==> src/rtl/pipe_pkg.sv <==
// pipe_pkg: shared types and constants for the elastic pipeline stage.
//   perf_cnt_t      : default-width performance counter word.
//   CTRL_KILL_ALL   : flush mask that clears every control bit.
//   *_B / BRANCH_LSB: ID/EXE control field positions, used to build a
//                     flush mask that only kills side-effecting bits.
//   ST_*            : skid/handshake FSM state encodings.
package pipe_pkg;

  localparam int CNT_W_DEF  = 64;
  localparam int CTRL_W_DEF = 16;

  typedef logic [CNT_W_DEF-1:0] perf_cnt_t;

  localparam logic [CTRL_W_DEF-1:0] CTRL_KILL_ALL = '1;

  // ID/EXE control bundle layout
  localparam int REGWRITE_B = 0;
  localparam int MEMREAD_B  = 1;
  localparam int MEMWRITE_B = 2;
  localparam int BRANCH_LSB = 3;
  localparam int BRANCH_W   = 2;

  // Kill only the bits that would cause an architectural side effect.
  function automatic logic [CTRL_W_DEF-1:0] kill_mask_idex();
    logic [CTRL_W_DEF-1:0] m;
    m = '0;
    m[REGWRITE_B] = 1'b1;
    m[MEMREAD_B]  = 1'b1;
    m[MEMWRITE_B] = 1'b1;
    m[BRANCH_LSB +: BRANCH_W] = '1;
    return m;
  endfunction

  // FSM over main/skid entries: EMPTY (nothing), FULL1 (main), FULL2 (main+skid)
  localparam logic [1:0] ST_EMPTY = 2'd0;
  localparam logic [1:0] ST_FULL1 = 2'd1;
  localparam logic [1:0] ST_FULL2 = 2'd2;

endpackage

==> src/rtl/pipe_perf_cnt.sv <==
// pipe_perf_cnt: cycle / transfer / bubble counters for CSR reporting.
//   clk, reset (async, active-low)
//   clear      : synchronous zero of all counters, wins over increment
//   xfer_inc   : count one completed output handshake
//   bubble_inc : count one idle downstream cycle
//   cnt_cycle, cnt_xfer, cnt_bubble : counter values (wrap modulo 2^CNT_W)
module pipe_perf_cnt #(
  parameter int CNT_W = 64
) (
  input  logic             clk,
  input  logic             reset,
  input  logic             clear,
  input  logic             xfer_inc,
  input  logic             bubble_inc,
  output logic [CNT_W-1:0] cnt_cycle,
  output logic [CNT_W-1:0] cnt_xfer,
  output logic [CNT_W-1:0] cnt_bubble
);

  logic [CNT_W-1:0] cycle_q,  cycle_d;
  logic [CNT_W-1:0] xfer_q,   xfer_d;
  logic [CNT_W-1:0] bubble_q, bubble_d;

  always_comb begin
    cycle_d  = cycle_q + CNT_W'(1);
    xfer_d   = xfer_q + CNT_W'(xfer_inc);
    bubble_d = bubble_q + CNT_W'(bubble_inc);
    if (clear) begin
      cycle_d  = '0;
      xfer_d   = '0;
      bubble_d = '0;
    end
  end

  always_ff @(posedge clk or negedge reset) begin
    if (!reset) begin
      cycle_q  <= '0;
      xfer_q   <= '0;
      bubble_q <= '0;
    end else begin
      cycle_q  <= cycle_d;
      xfer_q   <= xfer_d;
      bubble_q <= bubble_d;
    end
  end

  assign cnt_cycle  = cycle_q;
  assign cnt_xfer   = xfer_q;
  assign cnt_bubble = bubble_q;

endmodule

==> src/rtl/pipe_stage_elastic.sv <==
// pipe_stage_elastic: pipeline stage register with valid/ready handshake,
// optional 2-entry skid buffer, per-bit control flush and perf counters.
//   clk, reset (async, active-low)
//   in_valid/in_ready/in_data/in_ctrl      : upstream side
//   out_valid/out_ready/out_data/out_ctrl  : downstream side (registered)
//   hold  : global stall, freezes all stage state
//   flush : kill contents (control bits in KILL_MASK cleared, data kept)
//   cnt_clear, cnt_cycle, cnt_xfer, cnt_bubble : performance counters
//
// Handshake: a beat moves when valid & ready & ~hold on that side in the same
// cycle; valid never depends on ready, and hold overrides both sides.
// The FSM state is held in state_q (ST_EMPTY/ST_FULL1/ST_FULL2).
module pipe_stage_elastic
  import pipe_pkg::*;
#(
  parameter int                DATA_W    = 160,
  parameter int                CTRL_W    = 16,
  parameter logic [CTRL_W-1:0] KILL_MASK = {CTRL_W{1'b1}},
  parameter int                SKID      = 1,
  parameter int                CNT_W     = 64
) (
  input  logic              clk,
  input  logic              reset,
  input  logic              in_valid,
  output logic              in_ready,
  input  logic [DATA_W-1:0] in_data,
  input  logic [CTRL_W-1:0] in_ctrl,
  input  logic              hold,
  input  logic              flush,
  output logic              out_valid,
  input  logic              out_ready,
  output logic [DATA_W-1:0] out_data,
  output logic [CTRL_W-1:0] out_ctrl,
  input  logic              cnt_clear,
  output logic [CNT_W-1:0]  cnt_cycle,
  output logic [CNT_W-1:0]  cnt_xfer,
  output logic [CNT_W-1:0]  cnt_bubble
);

  logic [1:0]        state_q,     state_d;
  logic              in_ready_q,  in_ready_d;
  logic [DATA_W-1:0] main_data_q, main_data_d;
  logic [CTRL_W-1:0] main_ctrl_q, main_ctrl_d;
  logic [DATA_W-1:0] skid_data_q, skid_data_d;
  logic [CTRL_W-1:0] skid_ctrl_q, skid_ctrl_d;
  logic              accept, emit;

  assign out_valid = (state_q != ST_EMPTY);
  assign out_data  = main_data_q;
  assign out_ctrl  = main_ctrl_q;

  // With a skid entry in_ready is a pure flop (no path from out_ready);
  // without it the single register frees up combinationally on emit.
  assign in_ready = (SKID != 0) ? in_ready_q
                                : (~hold & (~out_valid | out_ready));

  assign accept = in_valid & in_ready & ~hold;
  assign emit   = out_valid & out_ready & ~hold;

  always_comb begin
    state_d     = state_q;
    main_data_d = main_data_q;
    main_ctrl_d = main_ctrl_q;
    skid_data_d = skid_data_q;
    skid_ctrl_d = skid_ctrl_q;
    if (!hold) begin
      if (flush) begin
        // Any beat accepted this cycle is simply not stored.
        state_d     = ST_EMPTY;
        main_ctrl_d = main_ctrl_q & ~KILL_MASK;
        skid_ctrl_d = skid_ctrl_q & ~KILL_MASK;
      end else begin
        case (state_q)
          ST_EMPTY: begin
            if (accept) begin
              state_d     = ST_FULL1;
              main_data_d = in_data;
              main_ctrl_d = in_ctrl;
            end
          end
          ST_FULL1: begin
            if (accept && emit) begin
              main_data_d = in_data;
              main_ctrl_d = in_ctrl;
            end else if (accept) begin
              // Only reachable with SKID=1: in_ready was still high as
              // out_ready fell, so park the beat behind main.
              state_d     = ST_FULL2;
              skid_data_d = in_data;
              skid_ctrl_d = in_ctrl;
            end else if (emit) begin
              state_d = ST_EMPTY;
            end
          end
          ST_FULL2: begin
            if (emit) begin
              state_d     = ST_FULL1;
              main_data_d = skid_data_q;
              main_ctrl_d = skid_ctrl_q;
            end
          end
          default: state_d = ST_EMPTY;
        endcase
      end
    end
    in_ready_d = (state_d != ST_FULL2);
  end

  always_ff @(posedge clk or negedge reset) begin
    if (!reset) begin
      state_q     <= ST_EMPTY;
      in_ready_q  <= 1'b1;
      main_data_q <= '0;
      main_ctrl_q <= '0;
      skid_data_q <= '0;
      skid_ctrl_q <= '0;
    end else begin
      state_q     <= state_d;
      in_ready_q  <= in_ready_d;
      main_data_q <= main_data_d;
      main_ctrl_q <= main_ctrl_d;
      skid_data_q <= skid_data_d;
      skid_ctrl_q <= skid_ctrl_d;
    end
  end

  pipe_perf_cnt #(.CNT_W(CNT_W)) u_perf (
    .clk        (clk),
    .reset      (reset),
    .clear      (cnt_clear),
    .xfer_inc   (emit & ~flush),
    .bubble_inc (out_ready & ~out_valid & ~hold),
    .cnt_cycle  (cnt_cycle),
    .cnt_xfer   (cnt_xfer),
    .cnt_bubble (cnt_bubble)
  );

endmodule
==> config.mk <==
export PLATFORM = sky130hd
export DESIGN_NAME = pipe_stage_elastic
export DESIGN_NICKNAME = d
export VERILOG_FILES = /design/src/rtl/pipe_pkg.sv /design/src/rtl/pipe_perf_cnt.sv /design/src/rtl/pipe_stage_elastic.sv
export SDC_FILE = /design/constraint.sdc
export NUM_CORES = 1
export LEC_CHECK = 0
export CAP_MARGIN = 25
export CORE_ASPECT_RATIO = 0.8
export CORE_UTILIZATION = 30
export DETAILED_ROUTE_END_ITERATION = 7
export PLACE_DENSITY = 0.61
export SLEW_MARGIN = 25
export SYNTH_ARGS = -nofsm -noshare
export SYNTH_HDL_FRONTEND = slang
export SYNTH_HIERARCHICAL = 1
export SYNTH_SLANG_ARGS = --single-unit
==> constraint.sdc <==
create_clock -name clk -period 2.74 [get_ports clk]
set_input_delay 0.548 -clock clk [delete_from_list [all_inputs] [get_ports clk]]
set_output_delay 0.548 -clock clk [all_outputs]
set_load 0.02 [all_outputs]
**Word-level counts from Yosys, hierarchy flattened**

Index checks and enable logic that the tools add are counted.
W data, S select, Z words.

- Register bits after elaboration: 547
- Logic and storage cells: 67

- $add $sub $neg: 3
- Equal/unequal tests: 10
- Mux-type cells: 23
- Bitwise operators: 11
- Reductions and logical operators: 11

Operators with widths:

| operator | count |
|---|---|
| $mux W160 | 3 |
| $pmux W160 S3 | 1 |
| $mux W64 | 3 |
| $add A64 B1 Y64 | 2 |
| $mux W16 | 7 |
| $add A64 B1 Y64 const B | 1 |
| $pmux W16 S3 | 1 |
| $mux W2 | 7 |
| $ne A2 B2 Y1 const B | 5 |
| $reduce_and A5 Y1 | 2 |
| $ne A3 B3 Y1 const B | 3 |
| $and A1 B1 Y1 | 7 |
| $pmux W2 S3 | 1 |
| $reduce_and A6 Y1 | 1 |
| $reduce_bool A2 Y1 | 3 |
| $not A1 Y1 | 4 |
| $reduce_and A4 Y1 | 1 |
| $reduce_bool A4 Y1 | 1 |
| $reduce_bool A3 Y1 | 1 |
| $eq A2 B1 Y1 const B | 1 |
| $eq A2 B2 Y1 const B | 1 |
| $logic_not A2 Y1 | 1 |
| $logic_and A1 B1 Y1 | 1 |

**Depth between registers and ports, before layout**

- Depth after elaboration: 10
- Mapped depth: 10
- Mapped depth without buffers: 10

**Modules after synthesis**

The synthesis kept the hierarchy.

Modules (own cells, without submodules):

| module | times used | cells each | area an instance (um2) |
|---|---|---|---|
| pipe_stage_elastic | 1 | 986 | 15361.0 |
| pipe_perf_cnt | 1 | 1094 | 10018.4 |

**Worst setup path after synthesis**

No wires, ideal clock.

- Path kind: reg-to-reg
- Start: register state_q[0]
- End: register u_perf.bubble_q[44] (netlist: u_perf/cnt_bubble[44])
- Library setup time: 0.125 ns
- Arrival: 3.025 ns
- Path slack: -0.410 ns
- Stages on the path, launching flop included: 11
- Period minus slack after synthesis: 3.150 ns
- Path through: dfrtp_1 -> inv_1 -> ha_1 -> inv_1 -> nor3_1 -> ha_1 -> nand3_1 -> or4b_2 -> clkbuf_1 -> nor4_1 -> mux2_2

- Cells in the longest elaborated chain, start to end: 6

Ends and longest elaborated chain:

| what | line | RTL |
|---|---|---|
| from (decl) | pipe_stage_elastic.sv:40 | `logic [1:0] state_q, state_d;` |
| from (signal assigned) | pipe_stage_elastic.sv:118 | `state_q <= state_d;` |
| $reduce_bool A2 Y1 | pipe_stage_elastic.sv:48 | `assign out_valid = (state_q != ST_EMPTY);` |
| via out_valid | pipe_stage_elastic.sv:30 | `output logic out_valid,` |
| $not A1 Y1 | pipe_stage_elastic.sv:132 | `.bubble_inc (out_ready & ~out_valid & ~hold),` |
| $and A1 B1 Y1 (2 in series) | pipe_stage_elastic.sv:132 |  |
| $add A64 B1 Y64 | pipe_perf_cnt.sv:27 | `bubble_d = bubble_q + CNT_W'(bubble_inc);` |
| $mux W64 | pipe_perf_cnt.sv:28 | `if (clear) begin` |
| via u_perf.bubble_d[44] | pipe_perf_cnt.sv:22 | `logic [CNT_W-1:0] bubble_q, bubble_d;` |
| to (signal assigned) | pipe_perf_cnt.sv:43 | `bubble_q <= bubble_d;` |
| to (decl) | pipe_perf_cnt.sv:22 |  |

The timed path passes the listed nets, and every way through them passes these cells.
A chain may end at the register's enable or synchronous reset.

**Final worst setup path**

- Start: input port out_ready
- End: register u_perf.xfer_q[58] (netlist: u_perf/cnt_xfer[58])

- Cells in the longest elaborated chain, start to end: 5

Ends and longest elaborated chain:

| what | line | RTL |
|---|---|---|
| from (decl) | pipe_stage_elastic.sv:31 | `input logic out_ready,` |
| $and A1 B1 Y1 (2 in series) | pipe_stage_elastic.sv:58 | `assign emit = out_valid & out_ready & ~hold;` |
| $and A1 B1 Y1 | pipe_stage_elastic.sv:131 | `.xfer_inc (emit & ~flush),` |
| $add A64 B1 Y64 | pipe_perf_cnt.sv:26 | `xfer_d = xfer_q + CNT_W'(xfer_inc);` |
| $mux W64 | pipe_perf_cnt.sv:28 |  |
| via u_perf.xfer_d[58] | pipe_perf_cnt.sv:21 | `logic [CNT_W-1:0] xfer_q, xfer_d;` |
| to (signal assigned) | pipe_perf_cnt.sv:42 | `xfer_q <= xfer_d;` |
| to (decl) | pipe_perf_cnt.sv:21 |  |

The timed path passes the listed nets, and every way through them passes these cells.

==> out/results.md <==
| Parameter | This run | Unit |
|---|---|---|
| Vertical die dimension | 262.2 | um |
| Sequence of cells on the critical path | clkdlybuf4s50_1 -> buf_4 -> nor4b_4 -> ha_2 -> and3_4 -> nand3_4 -> or4_4 -> or4_1 -> a21oi_1 | - |
| Synthesized instance count | 2,080 | - |
| Remaining global-route overflow | 0 | - |
| Yosys top cell area share | 53.84 | % |
| Maximum fanout encountered on the critical timing path | 10 | - |
| Antenna fix cells | 0 | - |
| Flip-flop and latch count after synthesis | 547 | - |
| Reg clk slew, reported paths | 0.06 | ns |
| Number of buffers created by CTS | 59 | - |
| Final worst path period share | 97.17 | % |
| HPWL after DPL | 56,700 | um |
| Final total power | 30.07 | mW |
| Average cell area after synthesis | 12.20 | um^2 |
| Worst slew margin | 40.02 | % |
| Wire length of the first global-routing pass | 119,100 | um |
| RSZ-0062 raised after global routing | yes | - |
| Sinks on Clock Net | 547 | - |
| Yosys top cell by area | dfrtp_1 | - |
| Die span in x | 327.2 | um |
| Number of global-route vias before repair | 20,220 | - |
| Class of the tightest hold or removal check | input port to flip-flop | - |
| Final-report setup violation count | 0 | - |
| Clock share of power | 27.4 | % |
| Startpoint type of the worst setup path | input port | - |
| Worst hold margin | 0.3972 | ns |
| Top-Level Pins | 553 | - |
| NetSw | 9.197 | mW |
| Status | finished clean | - |
| Violation count after the first detailed-route iteration | 1,266 | - |
| Minimum period implied by the final worst setup slack | 2.662 | ns |
| Combinational power share | 33.1 | % |
| Data required, critical path | 3.28 | ns |
| Clock network latency to the later pin of the worst-skew pair | 0.62 | ns |
| Number of antenna violations at the first check in global routing | 6 | - |
| Number of fill cells in the layout | 7,892 | - |
| Measured slew at the worst slew-check pin | 0.8998 | ns |
| Final TNS setup | 0 | ns |
| Mapped Area | 25,380 | um^2 |
| Final #Nets | 2,940 | - |
| Critical path class | input port to flip-flop | - |
| Drt total wl | 77,190 | um |
| Worst Skew | 0.01590 | ns |
| Number of hold violations in the final report | 0 | - |
| Global router's overall resource usage | 17.44 | % |
| Router iterations before antenna repair | 6 | - |
| CTS H-tree lvls | 2 | - |
| Reported max-cap violation count | 0 | - |
| Maximum achievable frequency | 0.3756 | GHz |
| Root buffer cell | clkbuf_16 | - |
| Internal portion of total power | 20.87 | mW |
| Placeable core region | 83,920 | um^2 |
| Routability congestion estimate from global placement | 0.9133 | - |
| Share of total power in sequential cells | 39.5 | % |
| Via density | 5.002 | - |
| Clock tree from TritonCTS | done | - |
| Depth of the most critical reg-to-reg path | 9 | - |
| Area contributors post-synth | dfrtp_1 54%, mux2_2 19%, mux2_1 2.8% | - |
| Average wire length per cell after detail routing | 19.75 | um |
| Share of flip-flops with an asynchronous set or reset after synthesis | 100.0 | % |
| Port Buffer Count | 552 | - |
| P_leak | 14.11 | nW |
| Data arrival time of the critical path | 3.20 | ns |
| Antenna viol nets, final | 0 | - |
| Synthesis warning total | 6 | - |
| Number of max-slew violations in the final report | 0 | - |
| Slowest stage cell on the critical path | clkdlybuf4s50_1 | - |
| Number of enable flip-flop cells after synthesis | 0 | - |
| Peak supply drop | 0.6808 | mV |
| Most frequently used flop master after synthesis | dfrtp_1 | - |
| Power per cell area | 847.9 | nW/um^2 |
| Share of layout cells above drive strength 1 | 25.46 | % |
| Synth Net Count | 2,272 | - |
| Die outline area | 85,770 | um^2 |
| Row count | 95 | - |
| Count of distinct cell types in the synthesized netlist | 57 | - |
| Most common library cells after synthesis | 546 x dfrtp_1, 421 x mux2_2, 154 x nor2_1 | - |
| Number of vias after detailed routing | 19,550 | - |
| Max incr delay on CP | 0.53 | ns |
| Crit end category | flip-flop | - |
| Residual DRC count | 0 | - |
| Area added between synthesis and finish | 39.75 | % |
| Initial Util | 30.24 | % |
| Maximum number of buffers from clock root to sink | 3 | - |
| Fraction of power spent switching nets | 30.58 | % |
| Number of stages on the worst hold path | 2 | - |
| Most common cell in the synthesized netlist | dfrtp_1 | - |
| Sequential cell area fraction in the yosys report | 53.94 | % |
| Maximum number of pins on one net before global-route repair | 111 | - |
routing by layer:
metal / vias to the layer above / GRT usage, % / part of all wire, %
li1: 8908 / - / -
met1: 9850 / 22.37 / 42
met2: 674 / 28.03 / 47
met3: 107 / 6.295 / 9.2
met4: 8 / 4.089 / 1.9
met5: - / 0 / 0.070
cell usage in the layout, fill, tap and decap left out, drive strengths merged, types with 6 or more instances in the layout:
master,instances
and4,15
or2,6
mux2,484
clkdlybuf4s50,549
and2,8
ha,9
xor2,80
nor4,40
o2bb2ai,16
nand2,74
clkinv,12
o21ai,43
or4,24
inv,28
a21oi,66
and3,20
a22o,16
or3,46
bufinv,7
dfrtp,546
mux2i,16
nand4,93
clkbuf,84
nor2b,10
xnor2,39
nor2,154
buf,153
o31ai,23
nand3,78
nor3,23
critical path: cells and delay by family:
| kind | cells | cell delay [ns] |
|---|---|---|
| and+or+nand+nor | 5 | 1.56 |
| buffers and inverters | 2 | 0.68 |
| adders and majority gates | 1 | 0.24 |
| AOI/OAI and AO/OA | 1 | 0.15 |
cell families (layout without fill, tap and decap cells):
logic type               after synthesis  in the layout  share of synthesized area, %
adder cells (fa/ha/maj)                9              9                        0.4437
AND/OR/NAND/NOR                      607            607                         12.83
multiplexers                         500            500                         22.11
XOR/XNOR                             119            119                         4.107
buffers and inverters                124            837                         2.327
AO/OA/AOI/OAI                        174            174                         4.245
flip-flops                           547            547                         53.94
cell type report:
type,instances,area [um^2],area share [%]
Timing Repair Buffer,704,7024,19.81
Clock inverter,22,322.8,0.9102
Clock buffer,84,1680,4.738
Tap cell,1115,1395,3.934
Multi-Input combinational cell,1409,11250,31.72
Inverter,27,103.9,0.2928
Sequential cell,547,13690,38.60
flip-flops by register name, indices dropped and copies added, names as in the netlist:
name	count
skid_ctrl_q	16
in_ready	1
u_perf/cnt_xfer	64
u_perf/cnt_cycle	64
u_perf/cnt_bubble	64
out_data	160
state_q	2
out_ctrl	16
skid_data_q	160
what timing repair did:
action,in CTS,in global routing
hold endpoints to repair,10,0
setup endpoints to repair,2,22
hold buffers,1,0
buffers inserted,0,3
pin swaps,0,4
resized for setup,2,5
per-stage QoR:
stage	util [%]	std cells	cell area (um^2)	worst slack [ns]
detailed placement	39.80	3798	33400	-0.6180
CTS	42.20	3905	35420	0.03690
global route	42.26	3908	35470	-0.01220
finish	42.26	3908	35470	0.07759
global placement	39.80	3798	33400	-0.5572
floorplan	-	2080	25480	-0.03787
worst paths after layout:
path	start	end	slack (ns)
worst max-delay path	out_ready	u_perf/cnt_xfer[58]	0.08
worst min-delay path	cnt_clear	u_perf/cnt_cycle[55]	0.40
worst max register to register	state_q[1]	u_perf/cnt_xfer[58]	0.09
worst min register to register	out_data[78]	out_data[78]	0.49
max in group asynchronous	reset	out_data[102]	1.30
min in group asynchronous	reset	u_perf/cnt_cycle[12]	0.59
power by group through the flow:
stage / logic (mW) / clock network, mW / registers [mW]
2_1_floorplan: 3.80 / 0 / 13.4
3_3_place_gp: 9.86 / 0 / 11.8
3_5_place_dp: 10.1 / 0 / 12.0
4_1_cts: 10.1 / 8.53 / 11.9
5_1_grt: 10.6 / 8.82 / 12.2
6_report: 9.95 / 8.23 / 11.9
Power figures use the tool's default switching activity.
